<file path="config.mk">
export PLATFORM = sky130hd
export DESIGN_NAME = snes_audio_rx
export DESIGN_NICKNAME = d
export VERILOG_FILES = /design/src/rtl/snes_audio_rx.sv
export SDC_FILE = /design/constraint.sdc
export NUM_CORES = 1
export LEC_CHECK = 0
export CORE_AREA = 5 5 86 88
export DETAILED_ROUTE_END_ITERATION = 8
export DIE_AREA = 0 0 91 93
export GPL_TIMING_DRIVEN = 0
export PLACE_DENSITY = 0.78
export RECOVER_POWER = 100
export SYNTH_ARGS = -nofsm -noshare
export SYNTH_HDL_FRONTEND = slang
export SYNTH_SLANG_ARGS = --single-unit
export TNS_END_PERCENT = 1
</file>
<file path="constraint.sdc">
create_clock -name mclock -period 1.9 [get_ports mclock]
set_input_delay 0.38 -clock mclock [delete_from_list [all_inputs] [get_ports mclock]]
set_output_delay 0.38 -clock mclock [all_outputs]
set_load 0.01 [all_outputs]
</file>
<file path="src/rtl/snes_audio_rx.sv">
// S-DSP serial audio receiver: oversamples BCK/LRCK/DATA in the mclock domain,
// deserialises left-justified stereo pairs and tracks frame lock and framing faults.
module snes_audio_rx #(
    parameter int SAMPLE_BITS = 16,
    parameter int SLOT_BITS   = 16,
    parameter int LOCK_PAIRS  = 2
) (
    input  logic                   mclock,
    input  logic                   reset,
    input  logic                   bclk_in,
    input  logic                   lrck_in,
    input  logic                   sdata_in,
    input  logic                   clr_err,
    output logic [SAMPLE_BITS-1:0] left_out,
    output logic [SAMPLE_BITS-1:0] right_out,
    output logic                   sample_valid,
    output logic                   frame_err,
    output logic                   locked
);

    localparam int          GP_W       = $clog2(LOCK_PAIRS + 1);
    localparam logic [5:0]  CNT_MAX    = 6'd63;
    localparam logic [5:0]  SLOT_CNT   = 6'(SLOT_BITS);
    localparam logic [5:0]  SAMPLE_CNT = 6'(SAMPLE_BITS);
    localparam logic [GP_W-1:0] GP_MAX = GP_W'(LOCK_PAIRS);

    typedef enum logic [1:0] {
        SEARCH   = 2'd0,
        RX_LEFT  = 2'd1,
        RX_RIGHT = 2'd2
    } state_t;

    // Line order in the sync vectors: [2] sdata, [1] lrck, [0] bclk.
    logic [2:0]             sync1_q, sync1_d;
    logic [2:0]             sync2_q, sync2_d;
    logic                   hist_q, hist_d;
    logic                   prev_lrck_q, prev_lrck_d;
    logic                   have_prev_q, have_prev_d;
    state_t                 state_q, state_d;
    logic [5:0]             bit_cnt_q, bit_cnt_d;
    logic [SAMPLE_BITS-1:0] shift_q, shift_d;
    logic [SAMPLE_BITS-1:0] left_hold_q, left_hold_d;
    logic                   left_good_q, left_good_d;
    logic                   pair_cplt_q, pair_cplt_d;
    logic [GP_W-1:0]        good_pairs_q, good_pairs_d;
    logic [SAMPLE_BITS-1:0] left_out_q, left_out_d;
    logic [SAMPLE_BITS-1:0] right_out_q, right_out_d;
    logic                   valid_q, valid_d;
    logic                   frame_err_q, frame_err_d;
    logic                   locked_q, locked_d;

    logic            rise;
    logic            lr_bit;
    logic            din_bit;
    logic            boundary;
    logic            slot_good;
    logic            fault;
    logic            publish;
    logic [GP_W-1:0] gp_next;

    assign rise      = sync2_q[0] & ~hist_q;
    assign lr_bit    = sync2_q[1];
    assign din_bit   = sync2_q[2];
    // The first rise after reset only seeds prev_lrck, so reset never fakes a boundary.
    assign boundary  = rise & have_prev_q & (lr_bit != prev_lrck_q);
    assign slot_good = (bit_cnt_q == SLOT_CNT);
    assign gp_next   = (good_pairs_q == GP_MAX) ? GP_MAX : good_pairs_q + 1'b1;

    always_comb begin
        // NOTE: every _d gets a default first so no path leaves it unassigned (no latches).
        sync1_d      = {sdata_in, lrck_in, bclk_in};
        sync2_d      = sync1_q;
        hist_d       = sync2_q[0];
        prev_lrck_d  = prev_lrck_q;
        have_prev_d  = have_prev_q;
        state_d      = state_q;
        bit_cnt_d    = bit_cnt_q;
        shift_d      = shift_q;
        left_hold_d  = left_hold_q;
        left_good_d  = left_good_q;
        pair_cplt_d  = pair_cplt_q;
        good_pairs_d = good_pairs_q;
        left_out_d   = left_out_q;
        right_out_d  = right_out_q;
        valid_d      = 1'b0;
        frame_err_d  = clr_err ? 1'b0 : frame_err_q;
        locked_d     = locked_q;
        fault        = 1'b0;
        publish      = 1'b0;

        if (rise) begin
            prev_lrck_d = lr_bit;
            have_prev_d = 1'b1;
            if (boundary) begin
                bit_cnt_d = 6'd1;
                shift_d   = {{(SAMPLE_BITS-1){1'b0}}, din_bit};
            end else begin
                if (bit_cnt_q != CNT_MAX) begin
                    bit_cnt_d = bit_cnt_q + 6'd1;
                end
                if (bit_cnt_q < SAMPLE_CNT) begin
                    shift_d = {shift_q[SAMPLE_BITS-2:0], din_bit};
                end
            end
        end

        case (state_q)
            SEARCH: begin
                if (boundary) begin
                    state_d     = lr_bit ? RX_LEFT : RX_RIGHT;
                    pair_cplt_d = lr_bit;
                    left_good_d = 1'b0;
                end
            end
            RX_LEFT: begin
                if (boundary) begin
                    state_d     = RX_RIGHT;
                    left_hold_d = shift_q;
                    left_good_d = slot_good;
                    fault       = ~slot_good;
                end
            end
            RX_RIGHT: begin
                if (boundary) begin
                    state_d     = RX_LEFT;
                    fault       = ~slot_good;
                    publish     = slot_good & pair_cplt_q & left_good_q;
                    pair_cplt_d = 1'b1;
                    left_good_d = 1'b0;
                end
            end
            default: begin
                state_d = SEARCH;
            end
        endcase

        if (publish) begin
            left_out_d   = left_hold_q;
            right_out_d  = shift_q;
            valid_d      = 1'b1;
            good_pairs_d = gp_next;
            if (gp_next == GP_MAX) begin
                locked_d = 1'b1;
            end
        end

        // A fault outranks a simultaneous clr_err.
        if (fault) begin
            frame_err_d  = 1'b1;
            good_pairs_d = '0;
            locked_d     = 1'b0;
        end
    end

    always_ff @(posedge mclock) begin
        if (!reset) begin
            // NOTE: everything is reset, including the sample registers, since outputs must read 0.
            sync1_q      <= '0;
            sync2_q      <= '0;
            hist_q       <= 1'b0;
            prev_lrck_q  <= 1'b0;
            have_prev_q  <= 1'b0;
            state_q      <= SEARCH;
            bit_cnt_q    <= '0;
            shift_q      <= '0;
            left_hold_q  <= '0;
            left_good_q  <= 1'b0;
            pair_cplt_q  <= 1'b0;
            good_pairs_q <= '0;
            left_out_q   <= '0;
            right_out_q  <= '0;
            valid_q      <= 1'b0;
            frame_err_q  <= 1'b0;
            locked_q     <= 1'b0;
        end else begin
            // NOTE: non-blocking assignments so every flop samples pre-edge values.
            sync1_q      <= sync1_d;
            sync2_q      <= sync2_d;
            hist_q       <= hist_d;
            prev_lrck_q  <= prev_lrck_d;
            have_prev_q  <= have_prev_d;
            state_q      <= state_d;
            bit_cnt_q    <= bit_cnt_d;
            shift_q      <= shift_d;
            left_hold_q  <= left_hold_d;
            left_good_q  <= left_good_d;
            pair_cplt_q  <= pair_cplt_d;
            good_pairs_q <= good_pairs_d;
            left_out_q   <= left_out_d;
            right_out_q  <= right_out_d;
            valid_q      <= valid_d;
            frame_err_q  <= frame_err_d;
            locked_q     <= locked_d;
        end
    end

    assign left_out     = left_out_q;
    assign right_out    = right_out_q;
    assign sample_valid = valid_q;
    assign frame_err    = frame_err_q;
    assign locked       = locked_q;

endmodule

</file>
* Word-level counts from Yosys, hierarchy flattened
Cells that the tools add are included.
** Word-level totals
- Flip-flop bits (word level) :: 88
- Latch bits :: 0
- Memory bits (writable) :: 0
- Bits in read-only memories :: 0
- Bits of input ports :: 6
- Output and inout port bits :: 35
- Word-level logic and storage cells :: 78
- Memories kept :: 0
** Operators by class
- $add $sub $neg :: 2
- Multipliers :: 0
- Div/mod/pow operators :: 0
- Order comparisons :: 1
- Equality and inequality tests :: 11
- Shifts and indexed selects :: 0
- Muxes and demuxes :: 23
- Bitwise operators :: 8
- Reductions and logical operators :: 16
** Operators by type and width (count)
- 16-bit two-way mux :: 2
- 6-bit two-way mux :: 2
- 1-bit two-way mux :: 11
- 2-bit two-way mux :: 5
- 2-bit nonzero test :: 5
- 3-bit AND reduction :: 3
- 2-bit AND reduction :: 4
- 6-bit by 1-bit adder with 6-bit output (second input constant) :: 1
- 2-bit == test (second input constant) :: 3
- 6-bit by 5-bit == test with 1-bit output (second input constant) :: 1
- 6-bit by 5-bit less-than comparator with 1-bit output (second input constant) :: 1
- 2-bit != test (second input constant) :: 3
- 6-bit != test (second input constant) :: 1
- 2-bit one-hot mux with 3 select lines :: 1
- 2-bit OR reduction :: 3
- 1-bit bitwise AND :: 5
- 1-bit one-hot mux with 2 select lines :: 2
- 1-bit NOT :: 3
- 2-bit by 1-bit adder with 2-bit output (second input constant) :: 1
- 2-bit by 1-bit == test with 1-bit output (second input constant) :: 1
- 2-bit logical NOT :: 1
- 2-bit by 1-bit != test with 1-bit output (second input constant) :: 1
- 1-bit != test :: 1

* Longest topological paths before layout
Gate-level depths: netlist of the first run.
- Depth after elaboration :: 7
- Gate-level depth with buffers :: 8
- Mapped depth without buffers :: 6

* Least setup slack after synthesis of the first run
Ideal clock, no wire load.
- Kind :: register -> register
- Start :: register state_q[0]
- End :: register left_out_q[0], in the netlist left_out[0]
- Library setup time :: 0.132 ns
- Data arrival time :: 1.472 ns
- Setup slack :: 0.296 ns
- Stages on the path, launching flop included :: 9
- Buffers on the path :: 2
- Cell sequence :: dfxtp_1 > inv_1 > ha_1 > and3_1 > and3_1 > buf_4 > buf_6 > nand3_1 > a21oi_1
** On the way
- Word-level cells in the longest chain between the ends :: 2
** Ends and longest elaborated chain
- from (decl) :: RTL line 39 : state_t state_q, state_d;
- from (signal assigned) :: RTL line 182 : state_q <= state_d;
- 2-bit == test :: RTL line 107 : case (state_q)
- 1-bit two-way mux :: RTL line 107
- to (signal assigned) :: RTL line 189 : left_out_q <= left_out_d;
- to (decl) :: RTL line 46 : logic [SAMPLE_BITS-1:0] left_out_q, left_out_d;
No other way between the ends.
A chain may end at the register's enable or synchronous reset.

* Worst setup path in the final report of the first run
- Start :: register state_q[0]
- End :: register left_out_q[2], in the netlist left_out[2]
Same word-level chain as after synthesis.

==> results.env, run 1 <==
STATUS='completed'
MOST_FREQUENTLY_USED_FLOP_MASTER_AFTER_SYNTHESIS='sky130_fd_sc_hd__dfxtp_1'
CLOCKPOWERSHARE_PCT=41.0
MET2_WIRELENGTH_UM=3940
ANT_NETS=0
MAX_CLOCK_FREQ_GHz=0.569
CRIT_CHAIN='inv_1 -> ha_2 -> and3_1 -> nand3_2 -> clkbuf_2 -> o21ai_0 -> a21oi_1'
VIA_PER_INST=5.56
MAPPEDNETLISTNETS=421
POST_CTS_SETUP_INSERTS=0
SYNTHTOLAYOUTAREAGROWTH_PCT=21.2
CP_SLOWEST_CELL='sky130_fd_sc_hd__dfxtp_2'
SYNTH_AREA_PER_CELL_UM2=8.40
PLACE_INST=528
ROOT_BUFFER='sky130_fd_sc_hd__clkbuf_8'
CLK_PIN_SLEW_WORST_SETUP_HOLD_PATHS_PS=90
NETSWITCHINGPOWER_mW=0.824
DRIVE_ABOVE_1_SHARE_PCT=8.87
HEIGHT_OF_THE_CHIP_UM=93
WORST_EP_ARRIVAL_TIME_PS=1980
SYN_INST=409
GLOBAL_ROUTE.OVERFLOW_TOTAL=0
DP_HPWL_UM=5890
VDD.IR_DROP.WORST_mV=0.522
ROUTE.FINAL.WIRE_LENGTH_UM=7970
DIE-WIDTH_UM=91
CTS-ROOT-TO-SINK-BUFFERS=2
TRITONCTS='done'
START_UTIL_PCT=52.3
GRT_USE_TOTAL_PCT=19.7
CTS.SINK_COUNT=88
GRT_START_MAX_NET_PINS=17
YOSYS_REGISTER_BITS=88
RSZ0062_AT_GRT='no'
CRITICAL_PATH.STARTPOINT_TYPE='register'
VIA_COUNT=3012
WORST-SETUP-PATH-TYPE='reg2reg'
SLOWEST_DELAY_PS=370
YOSYS_WARNINGS=0
SETUP_VIOL=0
CRIT_PATH_MAX_FANOUT=10
DETAIL_ROUTE.WIRELENGTH.MET1_UM=3510
CTS_BUFFERS=9
FINAL-MAX-SLEW-VIOLATION-COUNT=0
ROUTEDWLPERCELL_UM=14.7
FIN_CELLS=542
SETUP-TNS-FINAL_PS=0
DETAIL_ROUTE.FIRST_PASS.ITERATIONS=5
TIMING.FINAL.CRIT_PERIOD_PS=1760
CTSHTREEMAXLEVEL=3
FIRST_GLOBAL_VIAS=2876
TOTAL_DIE_AREA_UM2=8460
CRITPATHTOPFAMILY='simple AND/OR/NAND/NOR gates'
LAYOUT.FILLER_CELLS=559
CTS_HOLD_REPAIR.BUFFERS=0
PORT_BUFFERS=39
HOLD_PATH_CLASS='in2reg'
CLOCK_LATENCY_PS=350
MAX_SLEW.WORST_PIN.SLEW_PS=504
ANTENNA_FOUND_INITIAL=0
REMAINING_DRC_ERRORS=0
DIODES=0
DRT_ITER0_DRC=208
FIN_CRIT_SH_PCT=92.5
HIGHEST_LAYER='met4'
CELLLEAKAGEPOWER_nW=1.51
TOTAL_INTERNAL_POWER_mW=2.68
IOS=41
CRITPATHREQUIREDTIME_PS=2130
SHARE_SEQ_OF_TOTAL_POWER_PCT=53.7
YS_SEQ_AREA_SHARE_PCT=51.3
FINALCLOCKSKEW_PS=4.40
WORST-PATH-BUF-INV=2
TIMING.MAX_CAP.VIOLATIONS=0
ASYNC_SET_OR_RESET_FLOP_FRACTION_IN_THE_SYNTHESIZED_NETLIST_PCT=0
END_KIND='register'
MAPPEDNETLISTAREA_UM2=3440
FINAL-HOLD-VIOLATION-COUNT=0
GRT_PASS1_WL_UM=13700
HOLDWS_PS=427
SYNTH-EDFF-COUNT=0
P_PER_AREA_nW_PER_UM2=841
YS_TYPES=37
CORE_AREA_UM2=6570
POWER.SHARE.SWITCHING_PCT=23.5
HEADROOM_TO_THE_MAX_SLEW_LIMIT_PCT=66.4
ROWS=30
WL_MET3_UM=422
COMBINATIONALPOWERSHARE_PCT=5.3
FINAL_NETS=469
GLOBALPLACE.CONGESTION=0.820
## final timing paths
kind,startpoint,end,slack (ps),depth (start not counted)
setup / recovery,state_q[0],left_out[2],140,7
hold / removal,reset,left_good_q,430,3
setup reg to reg,state_q[0],left_out[2],140,7
hold reg to reg,sync1_q[0],sync2_q[0],440,1
## state kept, by name, indices dropped and copies added, names as in the netlist, 3 cells and up
name	flops
left_out	16
sync2_q	3
bit_cnt_q	6
sync1_q	3
shift_q	16
left_hold_q	16
right_out	16
## through the flow
| step | power (mW) | utilization (%) | setup WS, ps | area (µm²) |
|---|---|---|---|---|
| final | 3.50 | 63.4 | 142 | 4170 |
| after global routing | 3.64 | 63.4 | 13.2 | 4170 |
| after CTS | 3.52 | 63.4 | 37.9 | 4170 |
| after detailed placement | 2.10 | 59.8 | -129 | 3930 |
| after global placement | 2.09 | 59.8 | -32.0 | 3930 |
| after floorplan | 2.05 | - | 296 | 3440 |
## cells in the final DEF, fill, tap and decap left out, types with 3 or more instances in the layout
master                            Yosys  layout
sky130_fd_sc_hd__clkdlybuf4s50_1      0       4
sky130_fd_sc_hd__clkbuf_2             0       5
sky130_fd_sc_hd__nor3_1               3       3
sky130_fd_sc_hd__nor2_1               8       8
sky130_fd_sc_hd__dfxtp_1             88      87
sky130_fd_sc_hd__buf_6                3       3
sky130_fd_sc_hd__nand2_1             57      57
sky130_fd_sc_hd__nand3_1             53      51
sky130_fd_sc_hd__nand2b_1             4       4
sky130_fd_sc_hd__clkbuf_1            18      13
sky130_fd_sc_hd__and2_1               9       4
sky130_fd_sc_hd__clkbuf_8             0       9
sky130_fd_sc_hd__and3_1               3       3
sky130_fd_sc_hd__ha_1                 6       5
sky130_fd_sc_hd__mux2i_1              3       3
sky130_fd_sc_hd__buf_2                9       7
sky130_fd_sc_hd__and2_0               0       5
sky130_fd_sc_hd__dlygate4sd3_1        0      35
sky130_fd_sc_hd__inv_1               11      12
sky130_fd_sc_hd__a211oi_1             4       4
sky130_fd_sc_hd__a21oi_1             71      71
sky130_fd_sc_hd__a31oi_1              3       3
sky130_fd_sc_hd__o21ai_0             36      36
## timing repair
| item | in CTS | in global routing |
|---|---|---|
| pin swaps | 0 | 0 |
| setup endpoints to repair | 38 | 47 |
| gates resized for setup | 5 | 5 |
## final cells by class
cell class	instances	area, µm²	area share, %
Sequential cell	88	1760	42.3
Inverter	12	45.0	1.08
Buffer	29	150	3.60
Tap cell	80	100	2.40
Multi-Input combinational cell	278	1490	35.8
Clock buffer	9	124	2.97
Clock inverter	7	103	2.46
Timing Repair Buffer	39	390	9.37
## cell families after synthesis
family / count (synthesis) / synth area share (%)
adders and majority gates: 6 / 2.18
DFF: 88 / 51.3
xor gates and xnor gates: 2 / 0.510
and+or+nand+nor: 146 / 20.4
muxes: 3 / 0.874
AOI/OAI and AO/OA: 121 / 19.0
buffers and inverters: 43 / 5.79
## metal layers
| layer | GRT usage [%] | vias up |
|---|---|---|
| met5 | 0 | - |
| met4 | 5.75 | 0 |
| met3 | 3.94 | 10 |
| met2 | 33.5 | 72 |
| met1 | 25.3 | 1416 |
| li1 | - | 1514 |
## tightest hold or removal path: cells and delay by family
| kind | cells | cell delay (ps) |
|---|---|---|
| and+or+nand+nor | 1 | 110 |
| buffers and inverters | 1 | 180 |
| muxes | 1 | 60 |
## cells in the mapped netlist (2+ instances only)
master | count | area, µm²
sky130_fd_sc_hd__dfxtp_1 | 88 | 1760
sky130_fd_sc_hd__a21oi_1 | 71 | 355
sky130_fd_sc_hd__nand2_1 | 57 | 214
sky130_fd_sc_hd__nand3_1 | 53 | 265
sky130_fd_sc_hd__o21ai_0 | 36 | 180
sky130_fd_sc_hd__clkbuf_1 | 18 | 67.6
sky130_fd_sc_hd__inv_1 | 11 | 41.3
sky130_fd_sc_hd__and2_1 | 9 | 56.3
sky130_fd_sc_hd__buf_2 | 9 | 45.0
sky130_fd_sc_hd__nor2_1 | 8 | 30.0
sky130_fd_sc_hd__ha_1 | 6 | 75.1
sky130_fd_sc_hd__a211oi_1 | 4 | 30.0
sky130_fd_sc_hd__nand2b_1 | 4 | 25.0
sky130_fd_sc_hd__a31oi_1 | 3 | 18.8
sky130_fd_sc_hd__and3_1 | 3 | 18.8
sky130_fd_sc_hd__buf_6 | 3 | 33.8
sky130_fd_sc_hd__mux2i_1 | 3 | 30.0
sky130_fd_sc_hd__nor3_1 | 3 | 15.0
sky130_fd_sc_hd__nand4_1 | 2 | 12.5
## power by group through the flow
stage	sequential [mW]	combinational [mW]	clock [mW]
after floorplan	1.92	0.135	0
final	1.88	0.187	1.44
after detailed placement	1.92	0.182	0
after global routing	1.88	0.211	1.55
after global placement	1.92	0.174	0
after CTS	1.88	0.184	1.46
No activity file was read; power rests on OpenSTA's default activity.
==> run 2, diff against run 1 <==
--- a/config.mk
+++ b/config.mk
@@ -5,11 +5,11 @@
 export SDC_FILE = /design/constraint.sdc
 export NUM_CORES = 1
 export LEC_CHECK = 0
-export CORE_AREA = 5 5 86 88
+export CORE_AREA = 5 5 94 96
 export DETAILED_ROUTE_END_ITERATION = 8
-export DIE_AREA = 0 0 91 93
+export DIE_AREA = 0 0 99 101
 export GPL_TIMING_DRIVEN = 0
-export PLACE_DENSITY = 0.78
+export PLACE_DENSITY = 0.67
 export RECOVER_POWER = 100
 export SYNTH_ARGS = -nofsm -noshare
 export SYNTH_HDL_FRONTEND = slang
==> run 2 against run 1 <==
Effect of this change:
- final cell count up 4.8%
- clock power up 4%
- non-clock buffer count up 1
- maximum frequency down 1.6%
- via count up 0.63%
- total power up 1.8%
- combinational power about the same
- critical path depth up 1
- design area up 1.1%
==> results.env, run 2 (synthesis gave the netlist of run 1 again) <==
MAX_CLOCK_FREQ_GHz=0.560  # -1.6%
VIA_PER_INST=5.34  # -4.0%
TIMING.MAX_CAP.VIOLATIONS=0  # unchanged
LAYOUT.FILLER_CELLS=750  # +34%
GLOBAL_ROUTE.OVERFLOW_TOTAL=0  # unchanged
ANT_NETS=0  # unchanged
SETUP_VIOL=0  # unchanged
MULTIINPUTGATEAREA_UM2=1490  # about the same
SEQUENTIAL_CELL_AREA_UM2=1770  # +0.14%
CTS_HOLD_REPAIR.BUFFERS=0  # unchanged
HOLD_PATH_CLASS='in2reg'
DP_HPWL_UM=5850  # -0.72%
CLOCK_LATENCY_PS=360  # about the same
DIODES=0  # unchanged
CRITICAL_PATH.STARTPOINT_TYPE='register'
ROWS=33  # +10%
TIMING.FINAL.CRIT_PERIOD_PS=1790  # +29.1 ps
SHARE_SEQ_OF_TOTAL_POWER_PCT=52.7  # -1.0 points
POST_CTS_SETUP_INSERTS=0  # unchanged
POWER.TOTAL_mW=3.57  # +1.8%
DIE-WIDTH_UM=99  # +8.8%
ROOT_BUFFER='sky130_fd_sc_hd__clkbuf_8'
DRT_ITER0_DRC=138  # -34%
FINAL_NETS=470  # +0.21%
CTS.SINK_COUNT=88  # unchanged
NETSWITCHINGPOWER_mW=0.870  # +5.6%
CTSHTREEMAXLEVEL=3  # unchanged
ROUTEDWLPERCELL_UM=14.5  # -1.4%
STATUS='completed'
FINAL-MAX-SLEW-VIOLATION-COUNT=0  # unchanged
TOTAL_DIE_AREA_UM2=10000  # +18%
CRITPATHREQUIREDTIME_PS=2130  # about the same
CLK_PIN_SLEW_WORST_SETUP_HOLD_PATHS_PS=90  # about the same
MAX_SLEW.WORST_PIN.SLEW_PS=545  # +41.2 ps
SYNTHTOLAYOUTAREAGROWTH_PCT=22.6
GRT_START_MAX_NET_PINS=18  # +1
FINAL-HOLD-VIOLATION-COUNT=0  # unchanged
WORST_EP_ARRIVAL_TIME_PS=2020  # +40 ps
VIA_COUNT=3031  # +0.63%
TOTAL_INTERNAL_POWER_mW=2.70  # +0.70%
CTS_BUFFERS=9  # unchanged
MOST-COMMON-LAYOUT-CELLS='sky130_fd_sc_hd__dfxtp_1, sky130_fd_sc_hd__a21oi_1, sky130_fd_sc_hd__nand2_1'
ROUTE.FINAL.WIRE_LENGTH_UM=8240  # +3.4%
P_PER_AREA_nW_PER_UM2=847  # +0.72%
REMAINING_DRC_ERRORS=0  # unchanged
CORE_AREA_UM2=7970  # +21%
VDD.IR_DROP.WORST_mV=0.312  # -40%
GRT_USE_TOTAL_PCT=16.9  # -2.8 points
GRT_PASS1_WL_UM=13800  # +0.50%
POWER.SHARE.SWITCHING_PCT=24.4  # +0.86 points
IOS=41  # unchanged
DRIVE_ABOVE_1_SHARE_PCT=8.86  # -0.019 points
MOST_COMMON_CELL_AFTER_LAYOUT_FILL_AND_TAPS_ASIDE='sky130_fd_sc_hd__dfxtp_1'
PORT_BUFFERS=39  # unchanged
CRIT_PATH_MAX_FANOUT=10  # unchanged
FIN_CRIT_SH_PCT=94.0  # +1.5 points
CTS-ROOT-TO-SINK-BUFFERS=2  # unchanged
DETAIL_ROUTE.FIRST_PASS.ITERATIONS=4  # -1
START_UTIL_PCT=43.1  # -9.2 points
GLOBALPLACE.CONGESTION=0.799  # -2.6%
FINALCLOCKSKEW_PS=13.0  # +8.56 ps
FIRST_GLOBAL_VIAS=2823  # -1.8%
WORST-SETUP-PATH-TYPE='reg2reg'
DESIGN_AREA_UM2=4210  # +1.1%
ANTENNA_FOUND_INITIAL=0  # unchanged
COMBINATIONALPOWERSHARE_PCT=5.2  # about the same
HEIGHT_OF_THE_CHIP_UM=101  # +8.6%
PLACED_CELL_AREA_UM2=3960  # +0.80%
HEADROOM_TO_THE_MAX_SLEW_LIMIT_PCT=63.7  # -2.7 points
TRITONCTS='done'
CLOCKPOWERSHARE_PCT=42.1  # +1.1 points
CELLLEAKAGEPOWER_nW=1.51  # about the same
END_KIND='register'
[run 2: cell count changes in the layout (fill, tap and decap cells not counted), sizes merged]
cell           before  now
dlygate4sd3        35   32
buf                11   15
clkinvlp            1    0
clkbuf             27   24
clkinv              2    0
clkdlybuf4s50       4    7
inv                14   17
[run 2: metal layers]
layer	up-vias	routed length [µm]	GRT usage (%)
met3	12	380	2.70
li1	1519	-	-
met4	0	165	7.35
met1	1434	3790	22.5
met5	-	0	0
met2	66	3900	27.1
[run 2: worst max-delay path: stages, from the launching register on]
cell and delay [ps]:
sky130_fd_sc_hd__dfxtp_4 400, sky130_fd_sc_hd__inv_1 70, sky130_fd_sc_hd__ha_1 240, sky130_fd_sc_hd__and3_2 270
sky130_fd_sc_hd__and3_1 200, sky130_fd_sc_hd__buf_4 170, sky130_fd_sc_hd__buf_6 140, sky130_fd_sc_hd__nand3_1 100
sky130_fd_sc_hd__a21oi_1 70
[run 2: area by class of cell]
cell class	instances	area share [%]
repair buffers	39	9.27
well taps	105	3.12
clock inverters	7	2.58
multi-input cells	278	35.4
inverters	12	1.07
plain buffers	30	3.68
clock buffers	9	2.94
flip-flops and latches	88	41.9
[run 2: what timing repair did]
item | 4_1_cts | 5_1_grt
endpoints found under the setup margin | 40 | 42
pin swaps | 0 | 0
gates resized for setup | 4 | 9
[run 2: power by group through the flow]
stage	logic [mW]	clock network [mW]	registers [mW]
2_1_floorplan	0.135	0	1.92
5_1_grt	0.210	1.61	1.88
3_3_place_gp	0.177	0	1.92
6_report	0.186	1.50	1.88
4_1_cts	0.184	1.53	1.88
3_5_place_dp	0.181	0	1.92
[run 2: per-stage QoR]
| step | TNS [ps] | setup WS [ps] | hold WS [ps] | instances | util (%) |
|---|---|---|---|---|---|
| finish | 0 | 113 | 429 | 568 | 52.8 |
| global route | -29.2 | -21.8 | 454 | 568 | 52.8 |
| CTS | 0 | 35.9 | 429 | 568 | 52.6 |
| detailed placement | -2970 | -121 | 418 | 553 | 49.7 |
| global placement | -1440 | -59.6 | 417 | 553 | 49.7 |
| floorplan | 0 | 296 | 412 | 409 | - |
[run 2: path summary, 6_finish.rpt]
kind	from	endpoint	slack, ps	depth (start not counted)
setup / recovery	state_q[0]	left_out[1]	110	8
hold / removal	reset	left_good_q	430	3
setup reg to reg	state_q[0]	left_out[1]	110	8
hold reg to reg	sync1_q[2]	sync2_q[2]	440	1
